<file path="src/rtl/inst_decode_reg.sv">
// -----------------------------------------------------------------------------
// inst_decode_reg
//
// Registered, handshaked instruction decoder for the ID stage of the pipelined
// MIPS core. One 32-bit word per cycle is accepted from the IF/ID boundary. It
// is decoded into one-hot class flags, and its register/immediate fields are
// extracted. The result is presented one cycle later as a registered bundle.
// A load-use hazard against the held lw inserts exactly one bubble cycle.
//
// Parameters:
//   DATA_W  - instruction width (decode fields assume 32)
//   EXT_OPS - 1 enables ori/slti/jal; 0 treats those opcodes as illegal
//   CNT_W   - width of the saturating bubble counter
//
// Ports:
//   clk, rst            - rising-edge clock, async active-high reset
//   inst_in, in_valid   - incoming instruction word and its valid
//   in_ready            - word is accepted this cycle (combinational)
//   stall               - downstream busy: hold everything
//   flush               - drop held bundle and current input
//   out_valid           - registered bundle valid
//   rt_type..illegal    - registered one-hot class flags
//   rs, rt, rd, imm     - registered instruction fields
//   hazard              - load-use hazard this cycle (combinational)
//   bubble_cnt          - saturating count of inserted bubbles
// -----------------------------------------------------------------------------
module inst_decode_reg #(
  parameter int DATA_W  = 32,
  parameter int EXT_OPS = 0,
  parameter int CNT_W   = 8
) (
  input  logic              clk,
  input  logic              rst,
  input  logic [DATA_W-1:0] inst_in,
  input  logic              in_valid,
  output logic              in_ready,
  input  logic              stall,
  input  logic              flush,
  output logic              out_valid,
  output logic              rt_type,
  output logic              addi,
  output logic              andi,
  output logic              lw,
  output logic              sw,
  output logic              j,
  output logic              beq,
  output logic              bne,
  output logic              ori,
  output logic              slti,
  output logic              jal,
  output logic              nop,
  output logic              illegal,
  output logic [4:0]        rs,
  output logic [4:0]        rt,
  output logic [4:0]        rd,
  output logic [15:0]       imm,
  output logic              hazard,
  output logic [CNT_W-1:0]  bubble_cnt
);

  // Bit positions of the class flags inside the packed flag vector
  localparam int F_NOP  = 0;
  localparam int F_RT   = 1;
  localparam int F_ADDI = 2;
  localparam int F_ANDI = 3;
  localparam int F_LW   = 4;
  localparam int F_SW   = 5;
  localparam int F_J    = 6;
  localparam int F_BEQ  = 7;
  localparam int F_BNE  = 8;
  localparam int F_ORI  = 9;
  localparam int F_SLTI = 10;
  localparam int F_JAL  = 11;
  localparam int F_ILL  = 12;
  localparam int NFLAGS = 13;

  localparam logic [5:0] OP_RTYPE = 6'b000000;
  localparam logic [5:0] OP_ADDI  = 6'b001000;
  localparam logic [5:0] OP_ANDI  = 6'b001100;
  localparam logic [5:0] OP_LW    = 6'b100011;
  localparam logic [5:0] OP_SW    = 6'b101011;
  localparam logic [5:0] OP_J     = 6'b000010;
  localparam logic [5:0] OP_BEQ   = 6'b000100;
  localparam logic [5:0] OP_BNE   = 6'b000101;
  localparam logic [5:0] OP_ORI   = 6'b001101;
  localparam logic [5:0] OP_SLTI  = 6'b001010;
  localparam logic [5:0] OP_JAL   = 6'b000011;

  // Extended opcodes fold into the illegal flag when they are disabled
  localparam int F_ORI_SEL  = (EXT_OPS != 0) ? F_ORI  : F_ILL;
  localparam int F_SLTI_SEL = (EXT_OPS != 0) ? F_SLTI : F_ILL;
  localparam int F_JAL_SEL  = (EXT_OPS != 0) ? F_JAL  : F_ILL;

  typedef enum logic [1:0] {
    EMPTY  = 2'd0,
    FULL   = 2'd1,
    BUBBLE = 2'd2
  } state_t;

  state_t              r_state;
  logic                r_outValid;
  logic [NFLAGS-1:0]   r_flags;
  logic [4:0]          r_rs;
  logic [4:0]          r_rt;
  logic [4:0]          r_rd;
  logic [15:0]         r_imm;
  logic [CNT_W-1:0]    r_bubbleCnt;

  logic [5:0]          w_op;
  logic [NFLAGS-1:0]   w_dec;
  logic                w_srcRs;
  logic                w_srcRt;
  logic                w_hazard;
  logic                w_ready;
  logic                w_transfer;

  assign w_op = inst_in[31:26];

  // Opcode decode of the incoming word into a one-hot class vector
  always_comb begin
    w_dec = '0;
    if (inst_in == '0) begin
      w_dec[F_NOP] = 1'b1;
    end else begin
      case (w_op)
        OP_RTYPE: w_dec[F_RT]       = 1'b1;
        OP_ADDI:  w_dec[F_ADDI]     = 1'b1;
        OP_ANDI:  w_dec[F_ANDI]     = 1'b1;
        OP_LW:    w_dec[F_LW]       = 1'b1;
        OP_SW:    w_dec[F_SW]       = 1'b1;
        OP_J:     w_dec[F_J]        = 1'b1;
        OP_BEQ:   w_dec[F_BEQ]      = 1'b1;
        OP_BNE:   w_dec[F_BNE]      = 1'b1;
        OP_ORI:   w_dec[F_ORI_SEL]  = 1'b1;
        OP_SLTI:  w_dec[F_SLTI_SEL] = 1'b1;
        OP_JAL:   w_dec[F_JAL_SEL]  = 1'b1;
        default:  w_dec[F_ILL]      = 1'b1;
      endcase
    end
  end

  // Jumps and nop read no source register; only R-type, sw and branches read rt
  assign w_srcRs = ~(w_dec[F_J] | w_dec[F_JAL] | w_dec[F_NOP]) &
                   (inst_in[25:21] == r_rt);
  assign w_srcRt = (w_dec[F_RT] | w_dec[F_SW] | w_dec[F_BEQ] | w_dec[F_BNE]) &
                   (inst_in[20:16] == r_rt);

  assign w_hazard   = in_valid & r_outValid & r_flags[F_LW] & (r_rt != 5'd0) &
                      (w_srcRs | w_srcRt);
  assign w_ready    = ~rst & ~stall & ~flush & ~w_hazard;
  assign w_transfer = in_valid & w_ready;

  // Pipeline-register FSM: flush beats stall beats hazard beats transfer
  always_ff @(posedge clk or posedge rst) begin
    if (rst) begin
      r_state     <= EMPTY;
      r_outValid  <= 1'b0;
      r_flags     <= '0;
      r_rs        <= '0;
      r_rt        <= '0;
      r_rd        <= '0;
      r_imm       <= '0;
      r_bubbleCnt <= '0;
    end else if (flush) begin
      r_state    <= EMPTY;
      r_outValid <= 1'b0;
    end else if (!stall) begin
      case (r_state)
        FULL: begin
          if (w_hazard) begin
            r_state    <= BUBBLE;
            r_outValid <= 1'b0;
            if (r_bubbleCnt != '1) begin
              r_bubbleCnt <= r_bubbleCnt + CNT_W'(1);
            end
          end else if (w_transfer) begin
            r_state    <= FULL;
            r_outValid <= 1'b1;
            r_flags    <= w_dec;
            r_rs       <= inst_in[25:21];
            r_rt       <= inst_in[20:16];
            r_rd       <= inst_in[15:11];
            r_imm      <= inst_in[15:0];
          end else begin
            r_state    <= EMPTY;
            r_outValid <= 1'b0;
          end
        end
        default: begin
          // EMPTY and BUBBLE behave alike: the held lw has already left
          if (w_transfer) begin
            r_state    <= FULL;
            r_outValid <= 1'b1;
            r_flags    <= w_dec;
            r_rs       <= inst_in[25:21];
            r_rt       <= inst_in[20:16];
            r_rd       <= inst_in[15:11];
            r_imm      <= inst_in[15:0];
          end else begin
            r_state    <= EMPTY;
            r_outValid <= 1'b0;
          end
        end
      endcase
    end
  end

  assign in_ready   = w_ready;
  assign hazard     = w_hazard;
  assign out_valid  = r_outValid;
  assign nop        = r_flags[F_NOP];
  assign rt_type    = r_flags[F_RT];
  assign addi       = r_flags[F_ADDI];
  assign andi       = r_flags[F_ANDI];
  assign lw         = r_flags[F_LW];
  assign sw         = r_flags[F_SW];
  assign j          = r_flags[F_J];
  assign beq        = r_flags[F_BEQ];
  assign bne        = r_flags[F_BNE];
  assign ori        = r_flags[F_ORI];
  assign slti       = r_flags[F_SLTI];
  assign jal        = r_flags[F_JAL];
  assign illegal    = r_flags[F_ILL];
  assign rs         = r_rs;
  assign rt         = r_rt;
  assign rd         = r_rd;
  assign imm        = r_imm;
  assign bubble_cnt = r_bubbleCnt;

endmodule

</file>
<file path="config.mk">
export PLATFORM = sky130hd
export DESIGN_NAME = inst_decode_reg
export DESIGN_NICKNAME = d
export VERILOG_FILES = /design/src/rtl/inst_decode_reg.sv
export SDC_FILE = /design/constraint.sdc
export NUM_CORES = 1
export LEC_CHECK = 0
export ABC_CLOCK_PERIOD_IN_PS = 6150
export BUFFER_PORTS_ARGS = -buffer_cell sky130_fd_sc_hd__clkbuf_2
export CAP_MARGIN = 40
export CORE_MARGIN = 4
export CORE_UTILIZATION = 54
export CTS_BUF_LIST = sky130_fd_sc_hd__clkbuf_4
export DETAILED_ROUTE_END_ITERATION = 10
export PLACE_DENSITY = 0.95
export SETUP_SLACK_MARGIN = 0.05
export SYNTH_ARGS = -nofsm -noshare
export SYNTH_HDL_FRONTEND = slang
export SYNTH_SLANG_ARGS = --single-unit
export TNS_END_PERCENT = 50
</file>
<file path="constraint.sdc">
create_clock -name clk -period 6.15 [get_ports clk]
set_input_delay 1.845 -clock clk [delete_from_list [all_inputs] [get_ports clk]]
set_output_delay 1.845 -clock clk [all_outputs]
set_load 0.03 [all_outputs]
</file>
==> results of run 1 <==
==> synthesized netlist by cell type <==
cell type / n / area share
dfrtp_1: 46 / 0.49
mux2_4: 29 / 0.18
nand3_1: 10 / 0.021
nor4_1: 10 / 0.026
nor2_1: 9 / 0.014
buf_4: 8 / 0.025
xnor2_1: 8 / 0.030
xor2_1: 8 / 0.030
mux2_2: 7 / 0.033
and3_1: 6 / 0.016
nand2_1: 5 / 0.0079
buf_6: 4 / 0.019
nand2b_1: 4 / 0.011
nor3_1: 4 / 0.0084
inv_1: 3 / 0.0048
nand4_1: 3 / 0.0079
a21oi_1: 2 / 0.0042
nor2b_1: 2 / 0.0053
nor4b_1: 2 / 0.0074
o21ai_0: 2 / 0.0042
o22ai_1: 2 / 0.0053
or3_1: 2 / 0.0053
or4_1: 2 / 0.0063
a211oi_2: 1 / 0.0053
a22oi_1: 1 / 0.0032
and2_1: 1 / 0.0026
and4_1: 1 / 0.0037
buf_2: 1 / 0.0021
conb_1: 1 / 0.0016
ha_1: 1 / 0.0053
mux2_1: 1 / 0.0048
nor3b_1: 1 / 0.0032
o2111ai_1: 1 / 0.0037
o21a_1: 1 / 0.0032
==> flip-flops by register name, summed over array words and instances, names as in the netlist <==
register and cells:
rt 5, bubble_cnt 8, rs 5, rd 1, r_state 2, imm 15
r_flags 10
==> through the flow <==
stage	util	setup slack [ps]
after floorplan	-	571
after global placement	0.680	801
after detailed placement	0.680	811
after CTS	0.701	820
after global routing	0.701	607
final	0.701	837
==> path summary, 6_finish.rpt <==
kind | endpoint | cells past startpoint
setup / recovery | in_ready | 8
hold reg to reg | r_flags[8] | 1
min in group asynchronous | r_state[1] | 3
setup reg to reg | imm[14] | 7
hold / removal | r_flags[8] | 1
max in group asynchronous | rt[1] | 3
==> power breakdown <==
group          leakage (nW)  total [mW]  internal, mW  switching [mW]
registers             0.587       0.376         0.343          0.0334
clock network        0.0419       0.184        0.0903          0.0940
logic                 0.832       0.270         0.105           0.165
==> cells by family (layout without fill, tap and decap cells) <==
kind of cell | Yosys count | after routing
AO/OA/AOI/OAI | 10 | 10
XOR/XNOR | 16 | 16
buffers and inverters | 16 | 102
adder cells (fa/ha/maj) | 1 | 1
AND/OR/NAND/NOR | 62 | 62
flip-flops | 46 | 46
other | 1 | 3
multiplexers | 37 | 37
==> cell type report <==
type / instances / area [sq um] / area share
inverters: 3 / 11.3 / 0.00391
repair buffers: 91 / 463 / 0.161
flip-flops and latches: 46 / 1150 / 0.399
multi-input cells: 129 / 1110 / 0.386
clock buffers: 6 / 45.0 / 0.0156
clock inverters: 2 / 37.5 / 0.0130
well taps: 50 / 62.6 / 0.0217
==> worst max-delay path, cell delays in order <==
cell and delay [ps]:
clkbuf_2 90, nor4_1 340, nand3_1 180, nor3_1 320
a211oi_2 80, buf_4 190, nor4_1 170, clkbuf_2 250
==> routing by layer <==
metal / wire (microns) / vias to the layer above
li1: - / 851
met3: 463 / 7
met2: 2680 / 78
met4: 65 / 0
met1: 2260 / 866
met5: 0 / -
==> metrics.cfg, run 1 <==
[run_status]
outcome = finished clean

[cts]
numCtsBuffers = 5
insertion_delay_ps = 350
tritoncts = done
cts_root_buf = clkbuf_4
holdBufCountCts = 0
clk_pin_slew_ps = 120
cts_sinks = 46
cts-htree-levels = 2
cts_buffer_depth = 2
post_cts_buffers = 0
postCtsResizedCells = 0

[timing]
min_period_ps = 5310
rsz0062_at_grt = false
maxSlewHeadroom = 0.439
worst_slew_pin_slew_ps = 839
period_share = 0.864
fin_setup_tns_ps = 0
hold_viol_final = 0
setup_violations = 0
slew_viol_final = 0
clock.fmax_ghz = 0.188
fin_skew_ps = 13.1
whs_ps = 526

[cells_and_area]
syn_to_final_growth_pct = 21.6
diodes = 0
instances_no_fill = 327
fill_cells = 293
fin_area_sq_mm = 0.00288
drive_above_1_share = 0.498
final_cell_mix = clkbuf_2, dfrtp_1, mux2_4
final_common_cell = clkbuf_2
finalNetCount = 314

[grt]
grt.busiest_layer = met2
globalRouteMet3Util = 0.0365
use_met2 = 0.372
grt_pass1_wl_microns = 9110
grt_overflow_total = 0
antenna_found_initial = 0
track_usage = 0.212
grt_pass1_vias = 1921
grt_max_degree = 47
gr-usage-met1 = 0.270

[synth]
netlist_area_sq_mm = 0.00237
synth_top_family_by_area = multiplexers
synthCells = 189
yosys.area_share.xor_xnor = 0.0591
avgSynthCellArea_sq_um = 12.5
synth_compound_area_frac = 0.0290
ys_warn_count = 0
synth_mux_area_frac = 0.222
yosys.area_share.simple = 0.146
ys_seq_elements = 46
synth_fa_ha_area_frac = 0.00528
synth_cell_types = 34
ys_seq_area_frac = 0.486

[route]
antenna_left = 0
drt_wl_total_microns = 5460
drt_first_pass_iters = 4
dr.first_iter.drc_count = 80
via_count = 1802
drc_errors = 0
via_per_inst = 5.51
wire_per_inst_microns = 16.7

[placed_design]
place_congestion = 0.917
place_area_sq_mm = 0.00280
io_buffers = 88
dp_hpwl_microns = 4190
dp.cells = 319

[setup_path]
worstSetupStartpoint = inst_in[10]
r2r_slack_ps = 3140
path_max_fanout = 12
worst_setup_path_end_kind = primary output
cp.required_ps = 4300
reg2reg_from = rt[1]
cp.arrival_ps = 3470
cp-start-kind = input port
critical_path_class = in -> out

[worst_hold_path]
hold_class = reg -> reg
min_from = r_flags[8]

[floorplan]
start_util = 0.576
die_height_microns = 74.2
ios = 92
die-area_sq_mm = 0.00551
coreArea_sq_mm = 0.00412
num_rows = 23
die_w_microns = 74.2

[power]
p_leak_nw = 1.46
ir_worst_vdd_mv = 0.163
p_per_area_mw_per_mm2 = 288
power_mw = 0.830

[flow_run]
maxCapViolCount = 0

No activity file was read; power rests on OpenSTA's default activity.
==> run 2, diff against run 1 <==
CORE_UTILIZATION = 40   (was 54)
PLACE_DENSITY = 0.79   (was 0.95)
==> metrics.cfg, run 2 (synthesis results as in run 1) <==
[grt]
gr-usage-met1 = 0.206  ; -0.0638
grt.busiest_layer = met2
use_met2 = 0.256  ; -0.116
grt_max_degree = 48  ; +2.1%
grt_pass1_wl_microns = 9110  ; about the same
globalRouteMet3Util = 0.0379  ; +0.00138
grt_overflow_total = 0  ; unchanged
antenna_found_initial = 0  ; unchanged
track_usage = 0.158  ; -0.0545
grt_pass1_vias = 1849  ; -3.7%

[cts]
cts_buffer_depth = 2  ; unchanged
numCtsBuffers = 5  ; unchanged
tritoncts = done
post_cts_buffers = 0  ; unchanged
insertion_delay_ps = 350  ; about the same
clk_pin_slew_ps = 130  ; about the same
cts-htree-levels = 2  ; unchanged
holdBufCountCts = 0  ; unchanged
postCtsResizedCells = 0  ; unchanged
cts_sinks = 46  ; unchanged
cts_root_buf = clkbuf_4

[route]
via_count = 1776  ; -1.4%
via_per_inst = 5.09  ; -7.7%
drt_wl_total_microns = 5500  ; +0.81%
drc_errors = 0  ; unchanged
dr.first_iter.drc_count = 71  ; -11%
antenna_left = 0  ; unchanged
wire_per_inst_microns = 15.8  ; -5.5%
drt_first_pass_iters = 4  ; unchanged

[power]
power_mw = 0.784  ; -5.6%
p_per_area_mw_per_mm2 = 272  ; -5.5%
p_leak_nw = 1.45  ; -0.80%
ir_worst_vdd_mv = 0.131  ; -20%

[cells_and_area]
finalNetCount = 314  ; unchanged
diodes = 0  ; unchanged
largest_register_ff_count = 15  ; unchanged
fin_util = 0.511  ; -0.190
drive_above_1_share = 0.491  ; -0.00722
final_common_cell = clkbuf_2
syn_to_final_growth_pct = 21.6  ; about the same
final_cell_mix = clkbuf_2, dfrtp_1, mux2_4

[floorplan]
ios = 92  ; unchanged
coreArea_sq_mm = 0.00564  ; +37%
die_w_microns = 85.0  ; +14%
num_rows = 27  ; +17%
die_height_microns = 85.0  ; +14%
start_util = 0.420  ; -0.156
die-area_sq_mm = 0.00722  ; +31%

[worst_hold_path]
hold_class = reg -> reg
whs_path_depth = 1  ; unchanged

[setup_path]
cp-start-kind = input port
r2r_slack_ps = 3370  ; +230 ps
reg2reg_depth = 7  ; unchanged
reg2reg_from = rt[1]
cp_slowest_stage_delay_ps = 390  ; +50 ps
cpMaxStageDelayCell = nor4_1
cp.arrival_ps = 3500  ; +30 ps
worstSetupStartpoint = inst_in[10]
critical_path_class = in -> out
worst_setup_path_end_kind = primary output
path_max_fanout = 3  ; -9
crit_end = in_ready
cp.required_ps = 4300  ; about the same
crit_chain = clkbuf_2, nor4_1, nand3_1, nor3_1, a211oi_2, nor4_1, clkbuf_2
reg2reg_to = r_flags[7]

[timing]
setup_violations = 0  ; unchanged
clock.fmax_ghz = 0.187  ; -0.62%
fin_skew_ps = 9.49  ; -3.57 ps
slew_viol_final = 0  ; unchanged
rsz0062_at_grt = false
min_period_ps = 5350  ; +33.0 ps
worst_slew_pin_slew_ps = 596  ; -243 ps
period_share = 0.869  ; +0.00536
fin_setup_tns_ps = 0  ; unchanged
maxSlewHeadroom = 0.602  ; +0.163
hold_viol_final = 0  ; unchanged

[placed_design]
place_congestion = 0.781  ; -15%
dp_hpwl_microns = 4210  ; +0.42%
io_buffers = 88  ; unchanged

[flow_run]
maxCapViolCount = 0  ; unchanged

[run_status]
outcome = finished clean

==> run 2: per-stage QoR <==
stage / setup WS [ps] / hold WS, ps / instance area, sq um / instances
6_report: 804 / 522 / 2880 / 349
3_5_place_dp: 765 / 493 / 2830 / 341
4_1_cts: 764 / 527 / 2880 / 349
2_1_floorplan: 571 / 530 / 2380 / 191
3_3_place_gp: 881 / 492 / 2830 / 341
5_1_grt: 646 / 549 / 2880 / 349
==> run 2: worst min path at each step <==
stage	start	end	slack, ps
2_1_floorplan	r_state[1]	r_state[1]	530
3_3_place_gp	r_flags[6]	r_flags[6]	490
3_5_place_dp	imm[7]	imm[7]	490
4_1_cts	imm[7]	imm[7]	530
5_1_grt	imm[8]	imm[8]	550
6_report	bubble_cnt[6]	bubble_cnt[6]	520
==> run 2: critical path, delay by kind of cell <==
kind                   cells  cell delay, ps
AND/OR/NAND/NOR            4            1170
AO/OA/AOI/OAI              1             120
buffers and inverters      2             380
==> run 2: final cells by class <==
cell class	instances	area (sq um)
Timing Repair Buffer	91	463
Fill cell	506	2760
Clock buffer	5	37.5
Inverter	3	11.3
Tap cell	72	90.1
Clock inverter	3	16.3
Sequential cell	46	1150
Multi-Input combinational cell	129	1110
==> run 2: routing by layer <==
layer | up-vias | share of wire | routed length, microns
li1 | 847 | - | -
met1 | 855 | 0.43 | 2390
met2 | 67 | 0.49 | 2670
met3 | 7 | 0.065 | 357
met4 | 0 | 0.015 | 85
met5 | - | 0 | 0
==> run 2: where the power goes <==
group	internal, mW	switching (mW)
clock network	0.0430	0.0974
registers	0.343	0.0339
logic	0.105	0.162
total	0.491	0.293
==> run 3, diff against run 2 <==
ABC_AREA = 1   (was default)
==> metrics.cfg, run 3 <==
[run_status]
outcome = finished clean

[floorplan]
coreArea_sq_mm = 0.00561  ; -0.60%
start_util = 0.422  ; +0.00208
num_rows = 27  ; unchanged
die-area_sq_mm = 0.00721  ; about the same
die_height_microns = 84.9  ; about the same
ios = 92  ; unchanged
die_w_microns = 84.9  ; about the same

[grt]
antenna_found_initial = 0  ; unchanged
grt_overflow_total = 0  ; unchanged
grt_max_degree = 74  ; +54%
grt_pass1_vias = 1977  ; +6.9%
grt_pass1_wl_microns = 8740  ; -4.0%
track_usage = 0.147  ; -0.0108

[cts]
postCtsResizedCells = 0  ; unchanged
numCtsBuffers = 5  ; unchanged
insertion_delay_ps = 350  ; about the same
holdBufCountCts = 0  ; unchanged
tritoncts = done
cts_sinks = 46  ; unchanged
cts_root_buf = clkbuf_4
post_cts_buffers = 0  ; unchanged
cts_buffer_depth = 2  ; unchanged
cts-htree-levels = 2  ; unchanged
clk_pin_slew_ps = 130  ; about the same

[cells_and_area]
largest_register_ff_count = 15  ; unchanged
syn_to_final_growth_pct = 22.7
final_common_cell = clkbuf_2
final_cell_mix = clkbuf_2, nand2_1, dfrtp_1
drive_above_1_share = 0.285  ; -0.206
fill_cells = 561  ; +11%
diodes = 0  ; unchanged
fin_util = 0.518  ; +0.00709
finalNetCount = 423  ; +35%

[worst_hold_path]
hold_class = reg -> reg

[synth]
synth_edf_count = 0  ; unchanged
yosys.area.top_type = dfrtp_1
synth_flop_cell = dfrtp_1
async_flop_share = 1.00  ; unchanged
ys_warn_count = 0  ; unchanged
synthCells = 302  ; +60%
synth_common_cells = nand2_1, dfrtp_1, inv_1
synth_top_area_frac = 0.486  ; +0.000513
ys_seq_elements = 46  ; unchanged
netlist_area_sq_mm = 0.00237  ; -0.11%
yosysMostFrequentCell = nand2_1
synth_cell_types = 28  ; -18%
avgSynthCellArea_sq_um = 7.84  ; -37%
synth_top_cells_by_area = dfrtp_1, nand2_1, o21ai_1
ys_seq_area_frac = 0.486  ; +0.000513

[placed_design]
place_congestion = 0.870  ; +11%
io_buffers = 88  ; unchanged
dp_hpwl_microns = 4170  ; -0.79%

[setup_path]
r2r_slack_ps = 3990  ; +620 ps
cp-start-kind = input port
crit_end = in_ready
worst_setup_path_end_kind = primary output
cp.required_ps = 4300  ; about the same
critical_path_depth = 11  ; +4
crit_top_cell = nor2_1
reg2reg_from = rt[4]
cp.arrival_ps = 3220  ; -280 ps
cpMaxStageDelayCell = clkbuf_2
critical_path_class = in -> out
reg2reg_to = r_flags[0]
worst-path-buf-inv = 3  ; +1
cp_slowest_stage_delay_ps = 230  ; -160 ps
cpLargestDelayFamily = simple AND/OR/NAND/NOR gates
reg2reg_depth = 10  ; +3
path_max_fanout = 4  ; +1
crit_chain = clkbuf_2, nor2_2, nand2_1, nor2_1, nand2_1, nor2_1, nor2_1, nand2_2, inv_1, nor3_1, clkbuf_2
worstSetupStartpoint = inst_in[28]

[route]
dr.first_iter.drc_count = 91  ; +28%
wire_per_inst_microns = 11.4  ; -28%
antenna_left = 0  ; unchanged
drt_wl_total_microns = 5220  ; -5.3%
via_count = 2148  ; +21%
drc_errors = 0  ; unchanged
via_per_inst = 4.69  ; -7.8%
drt_first_pass_iters = 5  ; +1

[power]
ir_worst_vdd_mv = 0.142  ; +8.5%
p_sw_frac = 0.359  ; -0.0148
p_leak_nw = 1.65  ; +14%
p_per_area_mw_per_mm2 = 265  ; -2.7%
comb_power_share = 0.288  ; -0.053
pwr-share-clk = 0.239  ; +0.060
power_frac_seq = 0.473  ; -0.007
switching_power_mw = 0.276  ; -5.8%
intPower_mw = 0.493  ; +0.39%

[timing]
period_share = 0.823  ; -0.0463
slew_viol_final = 0  ; unchanged
min_period_ps = 5060  ; -284 ps
hold_viol_final = 0  ; unchanged
rsz0062_at_grt = false
fin_setup_tns_ps = 0  ; unchanged
maxSlewHeadroom = 0.461  ; -0.141
fin_skew_ps = 14.3  ; +4.83 ps
worst_slew_pin_slew_ps = 801  ; +205 ps
clock.fmax_ghz = 0.198  ; +5.6%
setup_violations = 0  ; unchanged

[flow_run]
maxCapViolCount = 0  ; unchanged

run 3: cell count changes after synthesis, moves of 7 or more:
| cell | delta |
|---|---|
| nand2_1 | +78 |
| inv_1 | +39 |
| o21ai_1 | +32 |
| mux2_4 | -29 |
| nor2_1 | +21 |
| nor4_1 | -8 |
| mux2_2 | -7 |
run 3: power groups by stage:
stage	Sequential, mW	Clock (mW)	Combinational [mW]
6_report	0.364	0.184	0.221
5_1_grt	0.370	0.206	0.241
4_1_cts	0.364	0.193	0.225
3_5_place_dp	0.370	0	0.224
3_3_place_gp	0.368	0	0.220
2_1_floorplan	0.436	0	0.0909
run 3: how the worst min path moves through the flow:
stage	from	to	slack, ps	cells after the start
after global placement	r_flags[0]	r_flags[0]	470	2
after global routing	r_flags[6]	r_flags[6]	530	2
after CTS	r_flags[2]	r_flags[2]	510	2
after detailed placement	r_flags[2]	r_flags[2]	480	2
final	r_flags[2]	r_flags[2]	500	2
after floorplan	r_state[1]	r_state[1]	480	2
run 3: cells by family (layout without fill, tap and decap cells):
family	Yosys count	count (layout)	synth area share
AND/OR/NAND/NOR	150	150	0.278
buffers and inverters	58	140	0.112
flip-flops	46	46	0.486
AO/OA/AOI/OAI	38	38	0.0872
XOR/XNOR	8	8	0.0296
adder cells (fa/ha/maj)	1	1	0.00528
other	1	3	0.00158
run 3: layout make-up:
class	instances	area [sq um]	share of cell area
Sequential cell	46	1150	0.396
Timing Repair Buffer	89	460	0.159
Tap cell	72	90.1	0.0310
Clock inverter	2	37.5	0.0129
Clock buffer	6	45.0	0.0155
Inverter	43	161	0.0556
Multi-Input combinational cell	200	958	0.330
run 3: worst reg2reg max path, cell delays in order, from the launching register on:
cell     delay (ps)
dfrtp_1         480
inv_1            80
nand2_1          60
nand2_1          50
nand3_1          70
nor2_1           50
nand2_1          50
nand2_1         100
nand2_2         110
nand3_4         550
o31ai_1         460
run 3: metal layers:
layer	track usage	share of wire
met5	0	0
met4	0.0302	0.0088
met3	0.0417	0.077
met2	0.241	0.45
met1	0.195	0.46
run 3: metrics by stage:
| step | cell area (sq um) | hold WS [ps] | total power, mW | setup slack, ps | instances |
|---|---|---|---|---|---|
| 3_3_place_gp | 2800 | 468 | 0.588 | 1140 | 449 |
| 2_1_floorplan | 2370 | 477 | 0.527 | 968 | 304 |
| 5_1_grt | 2900 | 530 | 0.817 | 1010 | 458 |
| 3_5_place_dp | 2820 | 478 | 0.594 | 1120 | 450 |
| 4_1_cts | 2900 | 510 | 0.781 | 1110 | 458 |
| 6_report | 2900 | 503 | 0.769 | 1090 | 458 |
